===== src/rtl/imem_fetch_unit.sv =====
// rtl/imem_fetch_unit.sv - instruction fetch initiator with PC, prefetch queue, redirect and halt
// Optional FETCH_STATS_EN adds saturating fetch_count/stall_count outputs.
module imem_fetch_unit #(
  parameter logic [31:0] RESET_PC = 32'h0000_0000,
  parameter logic [31:0] PC_LIMIT = 32'h0000_0020,
  parameter int          DEPTH    = 4
) (
  input  logic        clk,
  input  logic        rst_n,
  input  logic        fetch_en,
  output logic [31:0] imem_addr,
  input  logic [31:0] imem_instr,
  input  logic        redirect_valid,
  input  logic [31:0] redirect_pc,
  output logic        out_valid,
  input  logic        out_ready,
  output logic [31:0] out_instr,
  output logic [31:0] out_pc,
`ifdef FETCH_STATS_EN
  output logic [31:0] fetch_count,
  output logic [31:0] stall_count,
`endif
  output logic        halted
);

  localparam int AW = (DEPTH > 1) ? $clog2(DEPTH) : 1;
  localparam logic [AW:0] DEPTH_C = (AW + 1)'(DEPTH);

  typedef enum logic [1:0] {IDLE, FETCH, HALT} state_t;

  state_t        state_q, state_d;
  logic [31:0]   pc_q, pc_d;
  logic [AW-1:0] head_q, tail_q;
  logic [AW:0]   count_q;
  logic [31:0]   pc_mem    [DEPTH];
  logic [31:0]   instr_mem [DEPTH];

  logic pop, can_push, fetch_try, push;

  assign pop       = (count_q != '0) && out_ready;
  assign can_push  = (count_q != DEPTH_C) || pop;
  assign fetch_try = (state_q == FETCH) && fetch_en && (pc_q != PC_LIMIT) && !redirect_valid;
  assign push      = fetch_try && can_push;

  assign imem_addr = {pc_q[31:2], 2'b00};
  assign out_valid = (count_q != '0);
  assign out_instr = out_valid ? instr_mem[head_q] : 32'h0;
  assign out_pc    = out_valid ? pc_mem[head_q]    : 32'h0;
  assign halted    = (state_q == HALT);

  always_comb begin
    state_d = state_q;
    pc_d    = pc_q;
    if (redirect_valid) begin
      pc_d    = {redirect_pc[31:2], 2'b00};
      state_d = fetch_en ? FETCH : IDLE;
    end else begin
      case (state_q)
        IDLE:    if (fetch_en) state_d = FETCH;
        FETCH: begin
          if (!fetch_en)              state_d = IDLE;
          else if (pc_q == PC_LIMIT)  state_d = HALT;
          else if (push)              pc_d    = pc_q + 32'd4;
        end
        HALT:    state_d = HALT;
        default: state_d = IDLE;
      endcase
    end
  end

  always_ff @(posedge clk or negedge rst_n) begin
    if (!rst_n) begin
      state_q <= IDLE;
      pc_q    <= {RESET_PC[31:2], 2'b00};
      head_q  <= '0;
      tail_q  <= '0;
      count_q <= '0;
    end else begin
      state_q <= state_d;
      pc_q    <= pc_d;
      if (redirect_valid) begin
        // A same-cycle pop is consumed by decode; the flush discards the rest.
        head_q  <= '0;
        tail_q  <= '0;
        count_q <= '0;
      end else begin
        if (push) tail_q <= tail_q + 1'b1;
        if (pop)  head_q <= head_q + 1'b1;
        case ({push, pop})
          2'b10:   count_q <= count_q + 1'b1;
          2'b01:   count_q <= count_q - 1'b1;
          default: count_q <= count_q;
        endcase
      end
    end
  end

  // Payload storage needs no reset: out_* are masked to zero while empty.
  always_ff @(posedge clk) begin
    if (push) begin
      pc_mem[tail_q]    <= imem_addr;
      instr_mem[tail_q] <= imem_instr;
    end
  end

`ifdef FETCH_STATS_EN
  logic [31:0] fetch_count_q, stall_count_q;
  logic        stall;

  assign stall       = fetch_try && !can_push;
  assign fetch_count = fetch_count_q;
  assign stall_count = stall_count_q;

  always_ff @(posedge clk or negedge rst_n) begin
    if (!rst_n) begin
      fetch_count_q <= '0;
      stall_count_q <= '0;
    end else if (redirect_valid) begin
      fetch_count_q <= '0;
      stall_count_q <= '0;
    end else begin
      if (push && (fetch_count_q != 32'hFFFF_FFFF))  fetch_count_q <= fetch_count_q + 32'd1;
      if (stall && (stall_count_q != 32'hFFFF_FFFF)) stall_count_q <= stall_count_q + 32'd1;
    end
  end
`endif

endmodule


===== config.mk =====
export PLATFORM = sky130hd
export DESIGN_NAME = imem_fetch_unit
export DESIGN_NICKNAME = d
export VERILOG_FILES = /design/src/rtl/imem_fetch_unit.sv
export SDC_FILE = /design/constraint.sdc
export NUM_CORES = 1
export LEC_CHECK = 0
export BUFFER_PORTS_ARGS = -buffer_cell sky130_fd_sc_hd__buf_4
export CAP_MARGIN = 15
export CORE_MARGIN = 5
export CORE_UTILIZATION = 40
export DETAILED_ROUTE_END_ITERATION = 7
export PLACE_DENSITY_LB_ADDON = 0.25
export SLEW_MARGIN = 30
export SYNTH_ARGS = -nofsm -noshare
export SYNTH_HDL_FRONTEND = slang
export SYNTH_SLANG_ARGS = --single-unit

===== constraint.sdc =====
create_clock -name clk -period 4.45 [get_ports clk]
set_clock_uncertainty 0.2 [all_clocks]
set_input_delay 0.445 -clock clk [delete_from_list [all_inputs] [get_ports clk]]
set_output_delay 0.445 -clock clk [all_outputs]
set_load 0.05 [all_outputs]

==> metrics.md, run 1 <==
| Metric | Value |
|---|---|
| Lkg Pwr | 5.37 nW |
| Max transition margin | 0.542 |
| Layout cells sized above 1 | 0.319 |
| Worst reg2reg startpoint | pc_q[2]$_DFFE_PN0P_ |
| Initial core utilization | 0.402 |
| Hold_buf cts | 64 |
| Avg WL per Cell | 19.7 µm |
| Multi-input logic area | 3230 µm² |
| Post-DP HPWL | 15800 µm |
| Boundary pin count | 167 |
| GRT overflow | 0 |
| DIE HEIGHT | 182 µm |
| CTS tree | done |
| GPL Wtd Cong | 0.791 |
| Finish-stage setup viols | 0 |
| CTS Sinks | 287 |
| Seq/Total Area, Yosys | 0.711 |
| Mapped cell area | 11900 µm² |
| Worst slack, placed | 1010 ps |
| H-tree levels | 1 |
| Cells after Synth | 682 |
| Final WL | 26200 µm |
| Final #Nets | 993 |
| Post-synth EDFFs | 248 |
| Postcts setup bufs | 0 |
| Gr usage total | 0.157 |
| CP arrival | 3400 ps |
| Worst-Margin Slew | 688 ps |
| Worst Setup Path Type | register to register |
| Routed Antenna Nets | 0 |
| Cell area power density | 576 nW/µm² |
| Util after Layout | 0.517 |
| Setup_tns | 0 ps |
| Clk root buf | clkbuf_16 |
| Post_cts resized | 0 |
| Ys Warns | 0 |
| FMAX | 296 MHz |
| Row count | 63 |
| Setup ws final | 1070 ps |
| Number of global-route vias before repair | 7238 |
| Largest net degree at the start of global routing | 65 |
| Ys async rst share | 0.136 |
| Reg2Reg Setup Slack | 1070 ps |
| Sequential cell area | 8430 µm² |
| Period utilization | 0.760 |
| Fillers | 2455 |
| DR vias/cell | 5.10 |
| RSZ-0062 raised after global routing | false |
| Type of origin of the critical path | register |
| Main flop type after synthesis | edfxtp_1 |
| Max FO, Critical Path | 34 |
| Die width | 182 µm |
| First-pass GRT wire length | 41200 µm |
| # diodes | 0 |
| Worst Hold Class | input pin to register |
| CP Data Required Time | 4470 ps |
| Hold Crit Start | out_ready |
| Max Cap Viol | 0 |
| Clk_lat worst skew | 540 ps |
| Port bufs | 160 |
| Reg2Reg Depth | 7 |
| P&R area growth vs syn | 28.5% |
| Final Max Slew Viols | 0 |
| Peak supply drop | 0.337 mV |
| Area of the core | 29500 µm² |
| Final min period | 3380 ps |
| Final Hold Violating Endpoints | 0 |
| Antenna violations before repair | 0 |
| Setup crit end kind | register |
| Remaining DRCs | 0 |
| Worst Hold Path Cells | 4 |
| Worst reg2reg path endpoint | instr_mem[0][0]$_DFFE_PP_ |
| Total CTS buffers | 31 |
| Pre-Repair DR Iteration Count | 5 |
| Outcome | finished clean |
| Average size of a mapped cell | 17.4 µm² |
| Die area | 33200 µm² |
| Clk slew on worst S/H paths | 60 ps |
| Yosys reg bits | 287 |
| Initial DRC Count | 431 |
| CTS Buffer Depth | 3 |
| Synth cell types | 51 |
| Worst Hold Path EP | head_q[0]$_DFFE_PN0P_ |
| Vias | 6778 |
-- through the flow --
step | total power [mW] | instance area [µm²] | std cells | hold WS [ps]
detailed placement | 6.33 | 13600 | 1209 | 267
finish | 8.77 | 15200 | 1330 | 132
global placement | 6.30 | 13500 | 1208 | 258
CTS | 8.90 | 15200 | 1330 | 106
floorplan | 5.35 | 11900 | 685 | -50.6
global route | 9.16 | 15200 | 1330 | 139
-- flip-flops by register name, indices dropped and copies added, names as in the netlist --
| register | flops |
|---|---|
| instr_mem | 128 |
| pc_q | 30 |
| pc_mem | 120 |
| count_q | 3 |
| head_q | 2 |
| tail_q | 2 |
| state_q | 2 |
-- report_power, final --
part	internal [mW]	switching, mW
clock network	1.51	0.991
registers	3.03	0.177
logic	1.06	1.99
total	5.61	3.16
-- per-layer routing --
| metal | vias up | track usage | part of all wire |
|---|---|---|---|
| met3 | 33 | 0.0309 | 0.061 |
| li1 | 3135 | - | - |
| met2 | 198 | 0.259 | 0.48 |
| met1 | 3412 | 0.223 | 0.45 |
| met4 | 0 | 0.0279 | 0.012 |
| met5 | - | 0 | 0 |
-- placed cells by master (no fill, tap or decap), drive strengths merged, types with 6 or more instances in the layout --
master       count
edfxtp         248
buf            172
and2            69
dlygate4sd3     64
mux4            62
dfrtp           39
clkbuf          39
nand2           35
o21ai           23
inv             16
nor2            16
xnor2           15
nor4            12
nand3           12
nand4           12
clkinv          11
xor2             9
ha               7
and3             7
nor3             6
-- logic make-up after synthesis --
kind of cell	after synthesis	synth area share
DFF	287	0.711
and+or+nand+nor	188	0.0895
muxes	68	0.123
buffers and inverters	54	0.0194
AOI/OAI and AO/OA	52	0.0300
xor gates and xnor gates	24	0.0177
adders and majority gates	8	0.00908
other	1	0.000316
-- layout make-up --
class | count | area share
clock inverter | 18 | 0.0117
inverter | 16 | 0.00394
timing repair buffer | 236 | 0.131
multi-input combinational | 344 | 0.212
clock buffer | 39 | 0.0555
tap | 390 | 0.0320
sequential | 287 | 0.554
-- critical path: stages (launching register included) --
cell,delay (ps)
dfrtp_1,590
inv_1,120
ha_1,220
nor4b_1,150
and4_1,310
a21oi_1,460
and3_4,650
buf_4,360
-- worst max-delay path by stage --
stage                              startpoint                    endpoint  slack (ps)  cells after the start
after floorplan           pc_q[2]$_DFFE_PN0P_   instr_mem[1][0]$_DFFE_PP_         320                      8
after global placement    pc_q[2]$_DFFE_PN0P_  instr_mem[0][24]$_DFFE_PP_        1110                      7
after detailed placement  pc_q[2]$_DFFE_PN0P_  instr_mem[0][24]$_DFFE_PP_        1010                      7
after CTS                 pc_q[2]$_DFFE_PN0P_  instr_mem[0][11]$_DFFE_PP_        1000                      7
after global routing      pc_q[2]$_DFFE_PN0P_      count_q[2]$_DFFE_PN0P_         760                     10
final                     pc_q[2]$_DFFE_PN0P_   instr_mem[0][0]$_DFFE_PP_        1070                      7
-- Yosys cell counts, drive strengths merged (3+ instances only) --
master	number	area, µm²
a211o	5	52.6
a21oi	5	25.0
a31oi	3	18.8
and2	69	432
and3	7	43.8
and4	5	45.0
buf	14	78.8
clkbuf	24	91.3
dfrtp	39	976
edfxtp	248	7450
ha	7	87.6
inv	16	60.1
mux2	5	56.3
mux4	62	1400
nand2	35	131
nand3	12	60.1
nand4	12	81.3
nor2	16	60.1
nor3	6	30.0
nor4	12	75.1
o2111ai	3	26.3
o211ai	4	35.0
o21ai	23	115
or3	3	18.8
or4	3	22.5
xnor2	15	131
xor2	9	78.8
Note: power is estimated with default switching activity, not from simulation.
==> run 2: changes to the inputs <==
==> constraint.sdc (replaced) <==
create_clock -name clk -period 3.02 [get_ports clk]
set_clock_uncertainty 0.2 [all_clocks]
set_input_delay 0.302 -clock clk [delete_from_list [all_inputs] [get_ports clk]]
set_output_delay 0.302 -clock clk [all_outputs]
set_load 0.05 [all_outputs]
==> run 2 against run 1 <==
  * Setup slack lost 900 ps
  * Routed wire length grew 0.53%
  * Via count grew 2.4%
  * Final area grew 2.3%
  * Count of clock-buffer cells in the layout shrank 3
  * Hold slack lost 83 ps
  * Sequential cell count is the same
  * First-iteration DRC count shrank 13%
  * Power grew 47%
==> metrics.md, run 2 (synthesis gave the netlist of run 1 again) <==
| Metric | Value |
|---|---|
| Outcome | finished clean |
| Combinational share of power | 0.369 |
| Max Cap Viol | 0 |
| CP peak stage delay | 540 ps |
| Final #Nets | 1035 |
| Area after DPL | 13900 µm² |
| Vias | 6939 |
| DR vias/cell | 5.06 |
| Total CTS buffers | 30 |
| Worst Hold Class | input pin to register |
| Slowest CP cell | mux4_2 |
| Clock network fraction of total power | 0.277 |
| CP arrival | 2350 ps |
| Final min period | 2850 ps |
| GPL Wtd Cong | 0.811 |
| Finished Cell Area | 15600 µm² |
| Worst Setup Path Type | register to output pin |
| Final Max Slew Viols | 0 |
| Max FFs per register | 128 |
| Boundary pin count | 167 |
| Clk_lat worst skew | 540 ps |
| RSZ-0062 raised after global routing | false |
| CTS Sinks | 287 |
| Finish-stage setup viols | 0 |
| Die width | 182 µm |
| Worst-Margin Slew | 659 ps |
| Flop pwr share | 0.354 |
| Port bufs | 160 |
| Largest net degree at the start of global routing | 65 |
| P&R area growth vs syn | 31.4% |
| Setup crit end kind | output pin |
| Cell Int Power | 8.23 mW |
| Worst slack, placed | 109 ps |
| Initial core utilization | 0.402 |
| Cell area power density | 827 nW/µm² |
| Period utilization | 0.943 |
| Gr usage total | 0.157 |
| Area of the core | 29500 µm² |
| Avg WL per Cell | 19.2 µm |
| Clk slew on worst S/H paths | 60 ps |
| FMAX | 351 MHz |
| Remaining DRCs | 0 |
| CP Buf/Inv Count | 2 |
| Worst reg2reg startpoint | pc_q[2]$_DFFE_PN0P_ |
| Most frequent cells in the layout | edfxtp_1 (248), buf_4 (205), and2_1 (69), dlygate4sd3_1 (66), mux4_2 (62) |
| DIE HEIGHT | 182 µm |
| Peak supply drop | 0.485 mV |
| Net switching power | 4.66 mW |
| Placed instance count | 1250 |
| First-pass GRT wire length | 41500 µm |
| Critical path, cell by cell | buf_12 -> mux4_2 -> and2_1 -> buf_4 |
| Hold Crit Start | redirect_valid |
| Die area | 33200 µm² |
| Routed Antenna Nets | 0 |
| Lkg Pwr | 5.56 nW |
| Number of global-route vias before repair | 7369 |
| Initial DRC Count | 374 |
| Worst Setup SP | head_q[0]$_DFFE_PN0P_ |
| Max transition margin | 0.560 |
| Pre-Repair DR Iteration Count | 5 |
| CTS tree | done |
| CTS Buffer Depth | 3 |
| Post-DP HPWL | 16700 µm |
| Sw Share | 0.362 |
| Layout Cells excl Fill | 1372 |
| Row count | 63 |
| Largest regs | instr_mem: 128 flops, pc_mem: 120 flops, pc_q: 30 flops |
| Setup_tns | 0 ps |
| Final Hold Violating Endpoints | 0 |
| Max FO, Critical Path | 49 |
| Crit path max-delay family | buffers and inverters |
| Clk root buf | clkbuf_16 |
| Commonest non-fill, non-tap cell in the layout | edfxtp_1 |
| Final WL | 26400 µm |
| Antenna violations before repair | 0 |
| Biggest register | instr_mem |
| Setup ws final | 172 ps |
| Type of origin of the critical path | register |
| H-tree levels | 1 |
| Layout cells sized above 1 | 0.346 |
| # diodes | 0 |
| Hold Slack | 49.1 ps |
| GRT overflow | 0 |
| CP Data Required Time | 2520 ps |
[run 2: per-layer routing]
metal,vias to the layer above,share of wire,track usage
li1,3209,-,-
met1,3503,0.45,0.224
met2,198,0.48,0.260
met3,29,0.059,0.0287
met4,0,0.013,0.0267
met5,-,0,0
[run 2: area by class of cell]
class / count / area [µm²]
Fill cell: 2404 / 13900
Multi-Input combinational cell: 344 / 3260
Clock buffer: 36 / 795
Tap cell: 390 / 488
Sequential cell: 287 / 8440
Inverter: 16 / 60.1
Timing Repair Buffer: 279 / 2370
Clock inverter: 20 / 170
[run 2: final timing paths]
check                                              end  slack (ps)  depth (start not counted)
worst max-delay path                         out_pc[7]         170                          4
worst min-delay path            state_q[1]$_DFFE_PN0P_          50                          4
min in group asynchronous         pc_q[30]$_DFFE_PN0P_          70                          2
worst min register to register   tail_q[1]$_DFFE_PN0P_         370                          2
max in group asynchronous        head_q[0]$_DFFE_PN0P_        2150                          2
worst max register to register  count_q[2]$_DFFE_PN0P_         290                         10
[run 2: power by group through the flow]
stage | clock, mW | combinational (mW) | sequential [mW]
after global routing | 3.86 | 5.04 | 4.58
after CTS | 3.68 | 4.84 | 4.56
final | 3.57 | 4.75 | 4.57
after global placement | 0 | 4.73 | 4.64
after floorplan | 0 | 3.10 | 4.78
after detailed placement | 0 | 4.76 | 4.65
[run 2: repair_timing]
action                                  in CTS  in global routing
endpoints found under the setup margin       0                 47
hold endpoints to repair                   199                  0
setup buffers                                0                  0
resized for setup                            0                  6
hold buffers                                66                  0
[run 2: through the flow]
step                       util  power, mW
final                     0.528       12.9
after global routing      0.528       13.5
after CTS                 0.527       13.1
after detailed placement  0.472       9.41
after global placement    0.469       9.38
after floorplan               -       7.89
[run 2: worst reg2reg max path, stage by stage (launching register included)]
cell and delay (ps):
dfrtp_2 400, inv_1 80, ha_1 160, nor4b_2 220, nand4_1 200, o211ai_2 240
nand2_1 110, fa_1 410, a2111oi_2 220, a31oi_1 80, mux2_1 310
==> run 3: changes to the inputs <==
--- a/config.mk
+++ b/config.mk
@@ -8,8 +8,9 @@
 export BUFFER_PORTS_ARGS = -buffer_cell sky130_fd_sc_hd__buf_4
 export CAP_MARGIN = 15
 export CORE_MARGIN = 5
-export CORE_UTILIZATION = 40
+export CORE_UTILIZATION = 52
 export DETAILED_ROUTE_END_ITERATION = 7
+export HOLD_SLACK_MARGIN = 0.06
 export PLACE_DENSITY_LB_ADDON = 0.25
 export SLEW_MARGIN = 30
 export SYNTH_ARGS = -nofsm -noshare
==> run 3 against run 2 <==
  * Fmax down 0.70%
  * Sequential cell count stayed put
  * Clock power rose by 3%
  * Sequential power grew 0.9%
  * Routed wire length decreased by 1.3%
  * Largest cell class unchanged
  * Largest power group unchanged
  * Highest routed layer unchanged
==> metrics.md, run 3 (synthesis gave the netlist of run 1 again) <==
| Metric | Value |
|---|---|
| DIE HEIGHT | 161 µm |
| Final #Nets | 1027 |
| Area of the core | 22600 µm² |
| Cell area power density | 843 nW/µm² |
| Max FO, Critical Path | 59 |
| Setup_tns | 0 ps |
| Routed Antenna Nets | 0 |
| Clk_lat worst skew | 530 ps |
| Fillers | 1482 |
| Initial DRC Count | 425 |
| Period utilization | 0.950 |
| CP peak stage delay | 580 ps |
| Antenna violations before repair | 0 |
| Peak supply drop | 0.552 mV |
| Layout Cells excl Fill | 1257 |
| FMAX | 349 MHz |
| H-tree levels | 1 |
| Vias | 7083 |
| Clock network fraction of total power | 0.282 |
| Cell mode on critical path | buf_4 |
| Remaining DRCs | 0 |
| Critical path, cell by cell | or3_2 -> buf_4 -> and2_1 -> buf_4 |
| Avg WL per Cell | 20.7 µm |
| P&R area growth vs syn | 30.0% |
| Worst slack, placed | 115 ps |
| Final WL | 26000 µm |
| Final Hold Violating Endpoints | 0 |
| Total CTS buffers | 28 |
| Port bufs | 160 |
| CTS tree | done |
| Type of origin of the critical path | register |
| CP arrival | 2370 ps |
| Commonest non-fill, non-tap cell in the layout | edfxtp_1 |
| Placed instance count | 1138 |
| GRT overflow | 0 |
| Final Max Slew Viols | 0 |
| Most frequent cells in the layout | edfxtp_1 (248), buf_4 (197), and2_1 (69), dlygate4sd3_1 (66), mux4_2 (62) |
| Die area | 25900 µm² |
| Area after DPL | 13700 µm² |
| Max transition margin | 0.595 |
| Sw Share | 0.355 |
| CTS Sinks | 287 |
| DR vias/cell | 5.63 |
| First-pass GRT wire length | 41200 µm |
| Max FFs per register | 128 |
| Biggest register | instr_mem |
| Finish-stage setup viols | 0 |
| Final min period | 2870 ps |
| RSZ-0062 raised after global routing | false |
| Flop pwr share | 0.355 |
| Worst Setup Path Type | register to output pin |
| Net switching power | 4.60 mW |
| Lkg Pwr | 5.54 nW |
| Largest net degree at the start of global routing | 64 |
| Worst Hold Class | input pin to register |
| Setup crit end kind | output pin |
| Cell Int Power | 8.38 mW |
| Max Cap Viol | 0 |
| GPL Wtd Cong | 0.854 |
| Layout cells sized above 1 | 0.341 |
| Die width | 161 µm |
| Slowest CP cell | or3_2 |
| Worst-Margin Slew | 607 ps |
| Number of global-route vias before repair | 7483 |
| Outcome | finished clean |
| Clk root buf | clkbuf_16 |
| Hold Slack | 82.3 ps |
| Initial core utilization | 0.525 |
| Post-DP HPWL | 16300 µm |
| Clk slew on worst S/H paths | 60 ps |
| Boundary pin count | 167 |
| Combinational share of power | 0.364 |
| Largest regs | instr_mem: 128 flops, pc_mem: 120 flops, pc_q: 30 flops |
| Gr usage total | 0.200 |
| Setup ws final | 152 ps |
| Reg2Reg Setup Slack | 180 ps |
| # diodes | 0 |
| Row count | 55 |
| CTS Buffer Depth | 3 |
| Pre-Repair DR Iteration Count | 5 |
| Finished Cell Area | 15400 µm² |
| CP Data Required Time | 2520 ps |
-- run 3: changes by cell type in the layout (fill, tap and decap cells not counted), moves of 2 or more --
cell / change
clkinv_1: -3
buf_12: +2
bufinv_16: +3
clkbuf_16: -2
buf_4: -8
-- run 3: power groups by stage --
stage / Combinational (mW) / Sequential, mW / Clock, mW
after floorplan: 3.10 / 4.78 / 0
after global placement: 4.61 / 4.70 / 0
after detailed placement: 4.64 / 4.72 / 0
after CTS: 4.77 / 4.61 / 3.72
after global routing: 4.97 / 4.63 / 3.92
final: 4.72 / 4.61 / 3.66
-- run 3: timing repair --
action | in CTS | in global routing
hold buffers | 66 | 0
resized for setup | 0 | 2
setup endpoints to repair | 1 | 1
pin swaps | 0 | 0
setup buffers | 1 | 0
hold endpoints to repair | 200 | 0
-- run 3: cell type report --
type	count	area (µm²)	share of cell area
Clock buffer	33	741	0.0481
Timing Repair Buffer	273	2330	0.151
Clock inverter	19	240	0.0156
Sequential cell	287	8430	0.547
Multi-Input combinational cell	344	3250	0.211
Inverter	16	60.1	0.00390
Tap cell	285	357	0.0231
-- run 3: worst max-delay path, delay by kind of cell (launching register included) --
kind	cells	cell delay [ps]
flops	1	410
buf+inv	2	550
simple gates	2	850
-- run 3: final timing paths --
kind,endpoint,cells past startpoint,from
worst max-delay path,out_pc[14],4,count_q[1]$_DFFE_PN0P_
worst min-delay path,state_q[1]$_DFFE_PN0P_,4,redirect_valid
worst max register to register,count_q[2]$_DFFE_PN0P_,10,pc_q[2]$_DFFE_PN0P_
worst min register to register,tail_q[1]$_DFFE_PN0P_,2,tail_q[1]$_DFFE_PN0P_
max in group asynchronous,head_q[0]$_DFFE_PN0P_,2,rst_n
min in group asynchronous,pc_q[26]$_DFFE_PN0P_,2,rst_n
-- run 3: stage by stage --
step / util / power, mW
2_1_floorplan: - / 7.89
3_3_place_gp: 0.609 / 9.30
3_5_place_dp: 0.609 / 9.36
4_1_cts: 0.682 / 13.1
5_1_grt: 0.683 / 13.5
6_report: 0.683 / 13.0
-- run 3: per-layer routing --
layer | global-route usage | wire length [µm]
met5 | 0 | 0
met4 | 0.0427 | 414
met3 | 0.0327 | 1550
met2 | 0.347 | 13300
met1 | 0.273 | 10800
